--- config.mk ---
export PLATFORM = sky130hd
export DESIGN_NAME = fetch_unit
export DESIGN_NICKNAME = d
export VERILOG_FILES = /design/src/rtl/fetch_unit_pkg.sv /design/src/rtl/fetch_unit_npc_gen.sv /design/src/rtl/fetch_unit.sv
export SDC_FILE = /design/constraint.sdc
export NUM_CORES = 1
export LEC_CHECK = 0
export CAP_MARGIN = 20
export CORE_MARGIN = 2
export CORE_UTILIZATION = 44
export CTS_CLUSTER_DIAMETER = 120
export DETAILED_ROUTE_END_ITERATION = 10
export PLACE_DENSITY = 0.77
export SYNTH_ARGS = -nofsm -noshare
export SYNTH_HDL_FRONTEND = slang
export SYNTH_HIERARCHICAL = 1
export SYNTH_SLANG_ARGS = --single-unit
--- constraint.sdc ---
create_clock -name clk -period 2.8 [get_ports clk]
set_input_delay 0.56 -clock clk [delete_from_list [all_inputs] [get_ports clk]]
set_output_delay 0.56 -clock clk [all_outputs]
set_load 0.02 [all_outputs]
--- src/rtl/fetch_unit_pkg.sv ---
// -----------------------------------------------------------------------------
// fetch_unit_pkg
// Shared definitions for the instruction-fetch stage:
//   - NPC_* next-PC operation codes (same values as ctrl_encode_def.v)
//   - INSTR_NOP, the word shown in IF/ID when it holds no real instruction
//   - 2-bit fetch FSM state encoding
//   - ifid_t, the IF/ID pipeline register layout
// -----------------------------------------------------------------------------
package fetch_unit_pkg;

    localparam logic [2:0] NPC_PLUS4  = 3'b000;
    localparam logic [2:0] NPC_BRANCH = 3'b001;
    localparam logic [2:0] NPC_JUMP   = 3'b010;
    localparam logic [2:0] NPC_JALR   = 3'b100;

    localparam logic [31:0] INSTR_NOP = 32'h0000_0013;

    localparam logic [1:0] ST_FETCH   = 2'd0;
    localparam logic [1:0] ST_WAIT    = 2'd1;
    localparam logic [1:0] ST_DISCARD = 2'd2;
    localparam logic [1:0] ST_HOLD    = 2'd3;

    typedef struct packed {
        logic [31:0] pc;
        logic [31:0] instr;
        logic        valid;
    } ifid_t;

    // JALR targets always have bit 0 cleared.
    function automatic logic [31:0] jalr_target(input logic [31:0] alu_result);
        return alu_result & ~32'h1;
    endfunction

endpackage

--- src/rtl/fetch_unit_npc_gen.sv ---
// -----------------------------------------------------------------------------
// npc_gen
// Combinational next-PC decode. Reports whether the presented NPC operation
// redirects the fetch stream and, if so, where to. Stall gating is left to the
// caller so this block stays a pure function of the hazard-unit outputs.
// Ports:
//   npc_op_i       next-PC operation (NPC_* code)
//   npc_imm_i      branch/JAL offset
//   base_pc_i      PC the offset is added to
//   alu_result_i   JALR target from EX
//   redirect_o     operation is anything other than PC+4
//   target_o       redirect destination
// -----------------------------------------------------------------------------
module npc_gen
    import fetch_unit_pkg::*;
(
    input  logic [2:0]  npc_op_i,
    input  logic [31:0] npc_imm_i,
    input  logic [31:0] base_pc_i,
    input  logic [31:0] alu_result_i,
    output logic        redirect_o,
    output logic [31:0] target_o
);

    always_comb begin
        redirect_o = (npc_op_i != NPC_PLUS4);
        if (npc_op_i == NPC_JALR) begin
            target_o = jalr_target(alu_result_i);
        end else begin
            // Branch and JAL share the PC-relative adder; wraps mod 2^32.
            target_o = base_pc_i + npc_imm_i;
        end
    end

endmodule

--- src/rtl/fetch_unit.sv ---
// -----------------------------------------------------------------------------
// fetch_unit
// Instruction-fetch stage: PC register, next-PC selection, single-outstanding
// instruction-memory handshake, one-entry skid buffer and the IF/ID register.
// Ports:
//   clk, rst                 clock, synchronous active-high reset
//   stall_IF, flush_ID       hazard-unit hold / squash of IF/ID
//   NPCOp, NPCImm, base_PC   next-PC operation and PC-relative operands
//   alu_result_EX            JALR target
//   imem_req/addr/ready      fetch request channel (addr is the PC register)
//   imem_rvalid/rdata        fetch response channel, in order
//   PC_ID, instr_ID, valid_ID  IF/ID contents handed to decode
//   fetch_busy               IF/ID took a bubble for lack of a response
// -----------------------------------------------------------------------------
module fetch_unit
    import fetch_unit_pkg::*;
#(
    parameter logic [31:0] RESET_PC = 32'h0000_0000
) (
    input  logic        clk,
    input  logic        rst,
    input  logic        stall_IF,
    input  logic        flush_ID,
    input  logic [2:0]  NPCOp,
    input  logic [31:0] NPCImm,
    input  logic [31:0] base_PC,
    input  logic [31:0] alu_result_EX,
    output logic        imem_req,
    output logic [31:0] imem_addr,
    input  logic        imem_ready,
    input  logic        imem_rvalid,
    input  logic [31:0] imem_rdata,
    output logic [31:0] PC_ID,
    output logic [31:0] instr_ID,
    output logic        valid_ID,
    output logic        fetch_busy
);

    logic        npc_redirect;
    logic [31:0] npc_target;
    logic        redirect;

    npc_gen u_npc_gen (
        .npc_op_i     (NPCOp),
        .npc_imm_i    (NPCImm),
        .base_pc_i    (base_PC),
        .alu_result_i (alu_result_EX),
        .redirect_o   (npc_redirect),
        .target_o     (npc_target)
    );

    // A redirect presented under stall is ignored; the hazard unit repeats it.
    assign redirect = npc_redirect && !stall_IF;

    logic [1:0]  state_q, state_d;
    logic [31:0] pc_q, pc_d;
    logic [31:0] req_pc_q, req_pc_d;
    logic [31:0] skid_q, skid_d;
    logic        rst_pend_q, rst_pend_d;
    ifid_t       ifid_q, ifid_d;
    logic        busy_q, busy_d;

    logic        req;
    logic        load_resp;
    logic        load_skid;
    logic        outstanding;

    // A request is still in flight if we are waiting for (or discarding) a
    // response that has not shown up this cycle. Reset records this so the
    // late response is not mistaken for the first post-reset fetch.
    assign outstanding = ((state_q == ST_WAIT) || (state_q == ST_DISCARD) || rst_pend_q)
                         && !imem_rvalid;

    always_comb begin
        state_d    = state_q;
        pc_d       = pc_q;
        req_pc_d   = req_pc_q;
        skid_d     = skid_q;
        rst_pend_d = rst_pend_q;
        req        = 1'b0;
        load_resp  = 1'b0;
        load_skid  = 1'b0;

        case (state_q)
            ST_FETCH: begin
                if (rst_pend_q) begin
                    // Behaves like DISCARD until the pre-reset response drains.
                    if (imem_rvalid) begin
                        rst_pend_d = 1'b0;
                    end
                end else begin
                    req = !stall_IF && !redirect;
                end
            end
            ST_WAIT: begin
                if (imem_rvalid) begin
                    if (redirect) begin
                        state_d = ST_FETCH;
                    end else if (stall_IF) begin
                        // req_pc_q already names this word; only the data is parked.
                        skid_d  = imem_rdata;
                        state_d = ST_HOLD;
                    end else begin
                        load_resp = 1'b1;
                        req       = 1'b1;
                        state_d   = ST_FETCH;
                    end
                end else if (redirect) begin
                    state_d = ST_DISCARD;
                end
            end
            ST_DISCARD: begin
                if (imem_rvalid) begin
                    state_d = ST_FETCH;
                end
            end
            ST_HOLD: begin
                if (redirect) begin
                    state_d = ST_FETCH;
                end else if (!stall_IF) begin
                    load_skid = 1'b1;
                    state_d   = ST_FETCH;
                end
            end
            default: state_d = ST_FETCH;
        endcase

        if (req && imem_ready) begin
            req_pc_d = pc_q;
            pc_d     = pc_q + 32'd4;
            state_d  = ST_WAIT;
        end

        if (redirect) begin
            pc_d = npc_target;
        end
    end

    always_comb begin
        ifid_d = ifid_q;
        busy_d = busy_q;
        if (stall_IF) begin
            ifid_d = ifid_q;
        end else if (flush_ID) begin
            ifid_d.valid = 1'b0;
            ifid_d.instr = INSTR_NOP;
            busy_d       = 1'b0;
        end else if (load_resp) begin
            ifid_d.pc    = req_pc_q;
            ifid_d.instr = imem_rdata;
            ifid_d.valid = 1'b1;
            busy_d       = 1'b0;
        end else if (load_skid) begin
            ifid_d.pc    = req_pc_q;
            ifid_d.instr = skid_q;
            ifid_d.valid = 1'b1;
            busy_d       = 1'b0;
        end else begin
            ifid_d.valid = 1'b0;
            ifid_d.instr = INSTR_NOP;
            busy_d       = 1'b1;
        end
    end

    always_ff @(posedge clk) begin
        if (rst) begin
            state_q    <= ST_FETCH;
            pc_q       <= RESET_PC;
            rst_pend_q <= outstanding;
            ifid_q.pc    <= 32'h0;
            ifid_q.instr <= INSTR_NOP;
            ifid_q.valid <= 1'b0;
            busy_q     <= 1'b0;
        end else begin
            state_q    <= state_d;
            pc_q       <= pc_d;
            rst_pend_q <= rst_pend_d;
            ifid_q     <= ifid_d;
            busy_q     <= busy_d;
        end
    end

    // Issued-PC and skid data carry no meaning until their state uses them.
    always_ff @(posedge clk) begin
        req_pc_q <= req_pc_d;
        skid_q   <= skid_d;
    end

    assign imem_req   = req && !rst;
    assign imem_addr  = pc_q;
    assign PC_ID      = ifid_q.pc;
    assign instr_ID   = ifid_q.instr;
    assign valid_ID   = ifid_q.valid;
    assign fetch_busy = busy_q;

endmodule

# Word-level counts from Yosys, hierarchy flattened
# Index checks and enable logic that the tools add are counted.
word_totals:
  ff_bits: 165
  in_bits: 137
  out_inout_bits: 99
  wordCells: 78
op_classes:
  add_sub_neg: 2
  n_eq_ne: 10
  mux: 30
  bitwise: 3
  reduce_logical: 23
ops:
  columns: ["op", "count"]
  rows:
  - ["32-bit two-way mux", 4]
  - ["33-bit two-way mux", 2]
  - ["65-bit two-way mux", 1]
  - ["32-bit by 3-bit adder with 32-bit output, second input constant", 1]
  - ["32-bit adder", 1]
  - ["1-bit two-way mux", 14]
  - ["2-bit two-way mux", 7]
  - ["4-bit AND reduction", 3]
  - ["3-bit inequality test, second input constant", 2]
  - ["2-bit case mux with 3 select lines", 1]
  - ["2-bit nonzero test", 3]
  - ["3-bit nonzero test", 2]
  - ["1-bit logical AND", 5]
  - ["2-bit equality test, second input constant", 2]
  - ["1-bit logical NOT", 4]
  - ["4-bit by 3-bit inequality test with 1-bit output, second input constant", 1]
  - ["4-bit inequality test, second input constant", 1]
  - ["4-bit nonzero test", 1]
  - ["3-bit equality test, second input constant", 1]
  - ["3-bit by 2-bit inequality test with 1-bit output, second input constant", 1]
  - ["1-bit inverter", 3]
  - ["3-bit AND reduction", 1]
  - ["2-bit by 1-bit equality test with 1-bit output, second input constant", 1]
  - ["2-bit logical NOT", 1]
  - ["other kinds (4)", 5]

# Depth between registers and ports, before layout
logic_depth:
  depth_word: 9
  mapped_depth: 12

# Hierarchy
# Netlist, hierarchy kept.
by_module_without_submodules:
  columns: ["mod", "n_inst", "cells_per_inst", "area_per_inst_um2"]
  rows:
  - ["fetch_unit", 1, 603, 6570.1]
  - ["npc_gen", 1, 341, 2240.9]

# Least setup slack after synthesis
# Ideal clock, no wire load.
synth_timing:
  kind: "input to register"
  from: "input NPCImm[0]"
  to: "register pc_q[30] (netlist: imem_addr[30])"
  setup_ps: 114
  arrival_time_ps: 2725
  t_required_ps: 2686
  path_slack_ps: -39
  cell_stages: 11
  path_cell_list: "ha_1 fa_1 a21oi_1 o21ai_1 a21oi_1 o21ai_4 a211oi_1 a21oi_1 o31ai_2 nor2_1 a2111oi_0"
synth_between:
  elab_chain_len: 3
synth_lines:
  columns: ["item", "line_no", "source"]
  rows:
  - ["start: declaration", "fetch_unit.sv:25", "input logic [31:0] NPCImm,"]
  - ["32-bit adder", "fetch_unit_npc_gen.sv:31", "target_o = base_pc_i + npc_imm_i;"]
  - ["32-bit two-way mux", "fetch_unit_npc_gen.sv:27", "if (npc_op_i == NPC_JALR) begin"]
  - ["via npc_target[30]", "fetch_unit.sv:40", "logic [31:0] npc_target;"]
  - ["32-bit two-way mux", "fetch_unit.sv:134", "if (redirect) begin"]
  - ["end signal: assignment", "fetch_unit.sv:176", "pc_q <= pc_d;"]
  - ["end: declaration", "fetch_unit.sv:56", "logic [31:0] pc_q, pc_d;"]
# The timed path passes the listed nets, and every way through them passes these cells.
# A chain may end at the register's enable or synchronous reset.

# Worst setup path in the final report
layout_timing:
  from: "input base_PC[4]"
  to: "register pc_q[22] (netlist: imem_addr[22])"
layout_between:
  elab_chain_len: 3
layout_lines:
  columns: ["item", "line_no", "source"]
  rows:
  - ["start: declaration", "fetch_unit.sv:26", "input logic [31:0] base_PC,"]
  - ["32-bit adder", "fetch_unit_npc_gen.sv:31", null]
  - ["32-bit two-way mux", "fetch_unit_npc_gen.sv:27", null]
  - ["via npc_target[22]", "fetch_unit.sv:40", null]
  - ["32-bit two-way mux", "fetch_unit.sv:134", null]
# The timed path passes the listed nets, and every way through them passes these cells.

==> metrics.cfg <==
[worst_setup_path]
critical_path.top_delay_family = compound AO/OA/AOI/OAI gates
cp_max_fo = 4
crit_slowest_cell = clkdlybuf4s50_1
crit_type = input port to flip-flop
cp_cell_sequence = clkdlybuf4s50_1 -> ha_4 -> nand2_1 -> o21ai_2 -> a21oi_4 -> buf_6 -> buf_4 -> o21a_1 -> o31a_2 -> xnor2_1 -> a21oi_1 -> nor2_1 -> a211oi_2
critPathRequiredTime_ns = 3.13
cp.arrival_ns = 3.09
path_buf_inv = 3
cp-end-kind = flip-flop
slowest_delay_ns = 0.46
start_kind = input port

[synth]
syn_nets = 1120
synth-adder-area-share_pct = 5.62
synth_edf_count = 65
synth_area_mm2 = 0.00881
ys_warn_count = 6
synthXorXnorAreaFrac_pct = 4.87
synthFlopType = dfxtp_1
synth_commonest_cells = nand2_1, nor2_1, dfxtp_1
syn_area_per_cell_um2 = 9.33
ys_seq_elements = 165
syn_inst = 944
synth_top_family_by_area = compound AO/OA/AOI/OAI gates
synth_most_common_cell = nand2_1
synth_area_leaders = dfxtp_1, edfxtp_1, a21oi_1
synth-simple-area-share_pct = 17.7
yosysTopAreaCellShare_pct = 22.7
seq_area_frac_synth_pct = 44.9
synth_top_cell_by_area = dfxtp_1
synth_compound_area_share_pct = 22.1
synth.mux.area_fraction_pct = 0.682
ys_async_sr_fraction_pct = 0
yosysUniqueCellTypes = 79

[detailed_routing]
drt-total-wl_mm = 27.4
drtIter0Drc = 680
drc_errors = 0
first_pass_iters = 5
vias = 8583
wire_per_inst_um = 17.7
final_antenna_net_count = 0
viasPerCell = 5.54

[sta]
max_freq_mhz = 363
tightest_slew_ns = 0.731
relSlewSlack_pct = 51.3
maxSlewViolCount = 0
finalSetupViolCount = 0
rsz0062_at_grt = yes
finalCritPeriodShare_pct = 98.4
skew_ns = 0.0140
layout_setup_ws_ns = 0.0450
final.min_clock_period_ns = 2.76
finalHoldViolations = 0

[die]
core.rowCount = 51
coreArea_mm2 = 0.0195
die_w_um = 146
start_util_pct = 45.1
boundaryPins = 236
dieArea_mm2 = 0.0212
die_height_um = 146

[power]
finalPower_mw = 6.80
p_leak_nw = 4.90
powerDensity_mw_per_mm2 = 518
ir_drop_v = 0.000360

[clock_network]
numCtsBuffers = 17
hold_buffers = 0
clk_pin_slew_ns = 0.06
cts_tree = done
clockBufferDepth = 2
cts-root-buf = clkbuf_16
cts_htree_levels = 4
numClockSinks = 165
clock_latency_ns = 0.43

[grt]
grtUsageTotal_pct = 25.2
grt_pass1_wl_mm = 43.3
antenna_found_initial = 0
grt_overflow_total = 0
grt_max_degree = 61
grt_pass1_vias = 8283

[final_layout]
diodes = 0
final_nets = 1448
syn_to_final_growth_pct = 48.9
drive_gt1_share_pct = 18.6

[min_path]
hp-class = flip-flop to flip-flop

[placed_design]
dp_hpwl_mm = 20.2
place_ws_ns = -0.621
io_buffers = 234
place.gp.congestion = 0.910

[job]
maxCapViolCount = 0

[status]
status = completed

-- registers in the layout, summed over array words and instances, names as in the netlist --
signal	count
instr_ID	32
PC_ID	32
state_q	2
fetch_busy	1
valid_ID	1
rst_pend_q	1
skid_q	32
req_pc_q	32
imem_addr	32
-- repair_timing --
item / 4_1_cts / 5_1_grt
buffers inserted: 0 / 5
setup endpoints to repair: 9 / 18
pin swaps: 1 / 20
gates resized for setup: 5 / 45
-- metal layers --
| metal | global-route usage (%) | wire length (um) | vias up |
|---|---|---|---|
| met5 | 0 | 0 | - |
| met4 | 9.41 | 842 | 0 |
| met3 | 4.76 | 1750 | 57 |
| met2 | 41.2 | 13100 | 367 |
| met1 | 33.4 | 11700 | 4041 |
| li1 | - | - | 4118 |
-- area by class of cell --
cell class                 count  area, um2
clock buffer                  17        425
fill                        1582       6410
timing repair buffer         369       3480
clock inverter                15        170
multi-input combinational    704       4700
inverter                      15       56.3
sequential                   165       3950
tap                          265        332
-- layout by cell type, fill, tap and decap left out, types with 9 or more instances in the layout --
| cell | synthesis | final |
|---|---|---|
| clkdlybuf4s50_1 | 0 | 230 |
| buf_4 | 5 | 125 |
| nand2_1 | 122 | 122 |
| dfxtp_1 | 100 | 100 |
| nor2_1 | 102 | 99 |
| a21oi_1 | 99 | 86 |
| edfxtp_1 | 65 | 65 |
| ha_1 | 38 | 33 |
| xor2_1 | 31 | 31 |
| a22oi_1 | 30 | 30 |
| a2bb2oi_1 | 29 | 29 |
| nand3_1 | 21 | 21 |
| nand4_1 | 21 | 21 |
| o21ai_0 | 23 | 21 |
| a211oi_1 | 22 | 19 |
| xnor2_1 | 18 | 18 |
| clkbuf_16 | 0 | 17 |
| inv_1 | 15 | 15 |
| a21oi_2 | 2 | 14 |
| a211oi_2 | 7 | 10 |
| nor3_1 | 12 | 9 |
| and3_1 | 9 | 9 |
| a21o_1 | 9 | 9 |
| buf_12 | 0 | 9 |
-- kinds of logic (layout without fill, tap and decap cells) --
| group | Yosys count | after routing |
|---|---|---|
| muxes | 6 | 6 |
| and+or+nand+nor | 328 | 328 |
| adders and majority gates | 39 | 39 |
| xor gates and xnor gates | 49 | 49 |
| buffers and inverters | 75 | 416 |
| DFF | 165 | 165 |
| AOI/OAI and AO/OA | 282 | 282 |
-- worst register-to-register path, stage by stage (launching register included) --
cell,delay [ns]
dfxtp_1,0.35
inv_1,0.13
ha_1,0.32
nand2_4,0.07
buf_4,0.17
a2111oi_2,0.32
buf_4,0.19
nand2_1,0.13
mux2i_1,0.17
a2111oi_2,0.35
-- power breakdown --
group / switching, mW / internal (mW)
logic: 0.859 / 0.834
registers: 0.122 / 2.62
clock network: 1.02 / 1.34
total: 2.00 / 4.79
-- path summary, 6_finish.rpt --
check              from             to  slack, ns  depth (start not counted)
max          base_PC[4]  imem_addr[22]       0.04                         13
min reg2reg    PC_ID[8]       PC_ID[8]       0.45                          2
min            PC_ID[8]       PC_ID[8]       0.45                          2
max reg2reg  state_q[1]  imem_addr[30]       0.50                          9
-- per-stage QoR --
step           setup TNS [ns]  cell area [um2]  util [%]  instances  hold WS, ns
6_report                    0            13100      67.2       1550        0.452
5_1_grt                -0.120            13100      67.2       1550        0.477
4_1_cts                     0            12900      66.0       1545        0.456
3_5_place_dp            -9.41            12300      62.9       1513        0.447
3_3_place_gp            -7.83            12300      62.9       1513        0.441
2_1_floorplan               0             8810         -        944        0.471
(Power assumes the default switching activity.)
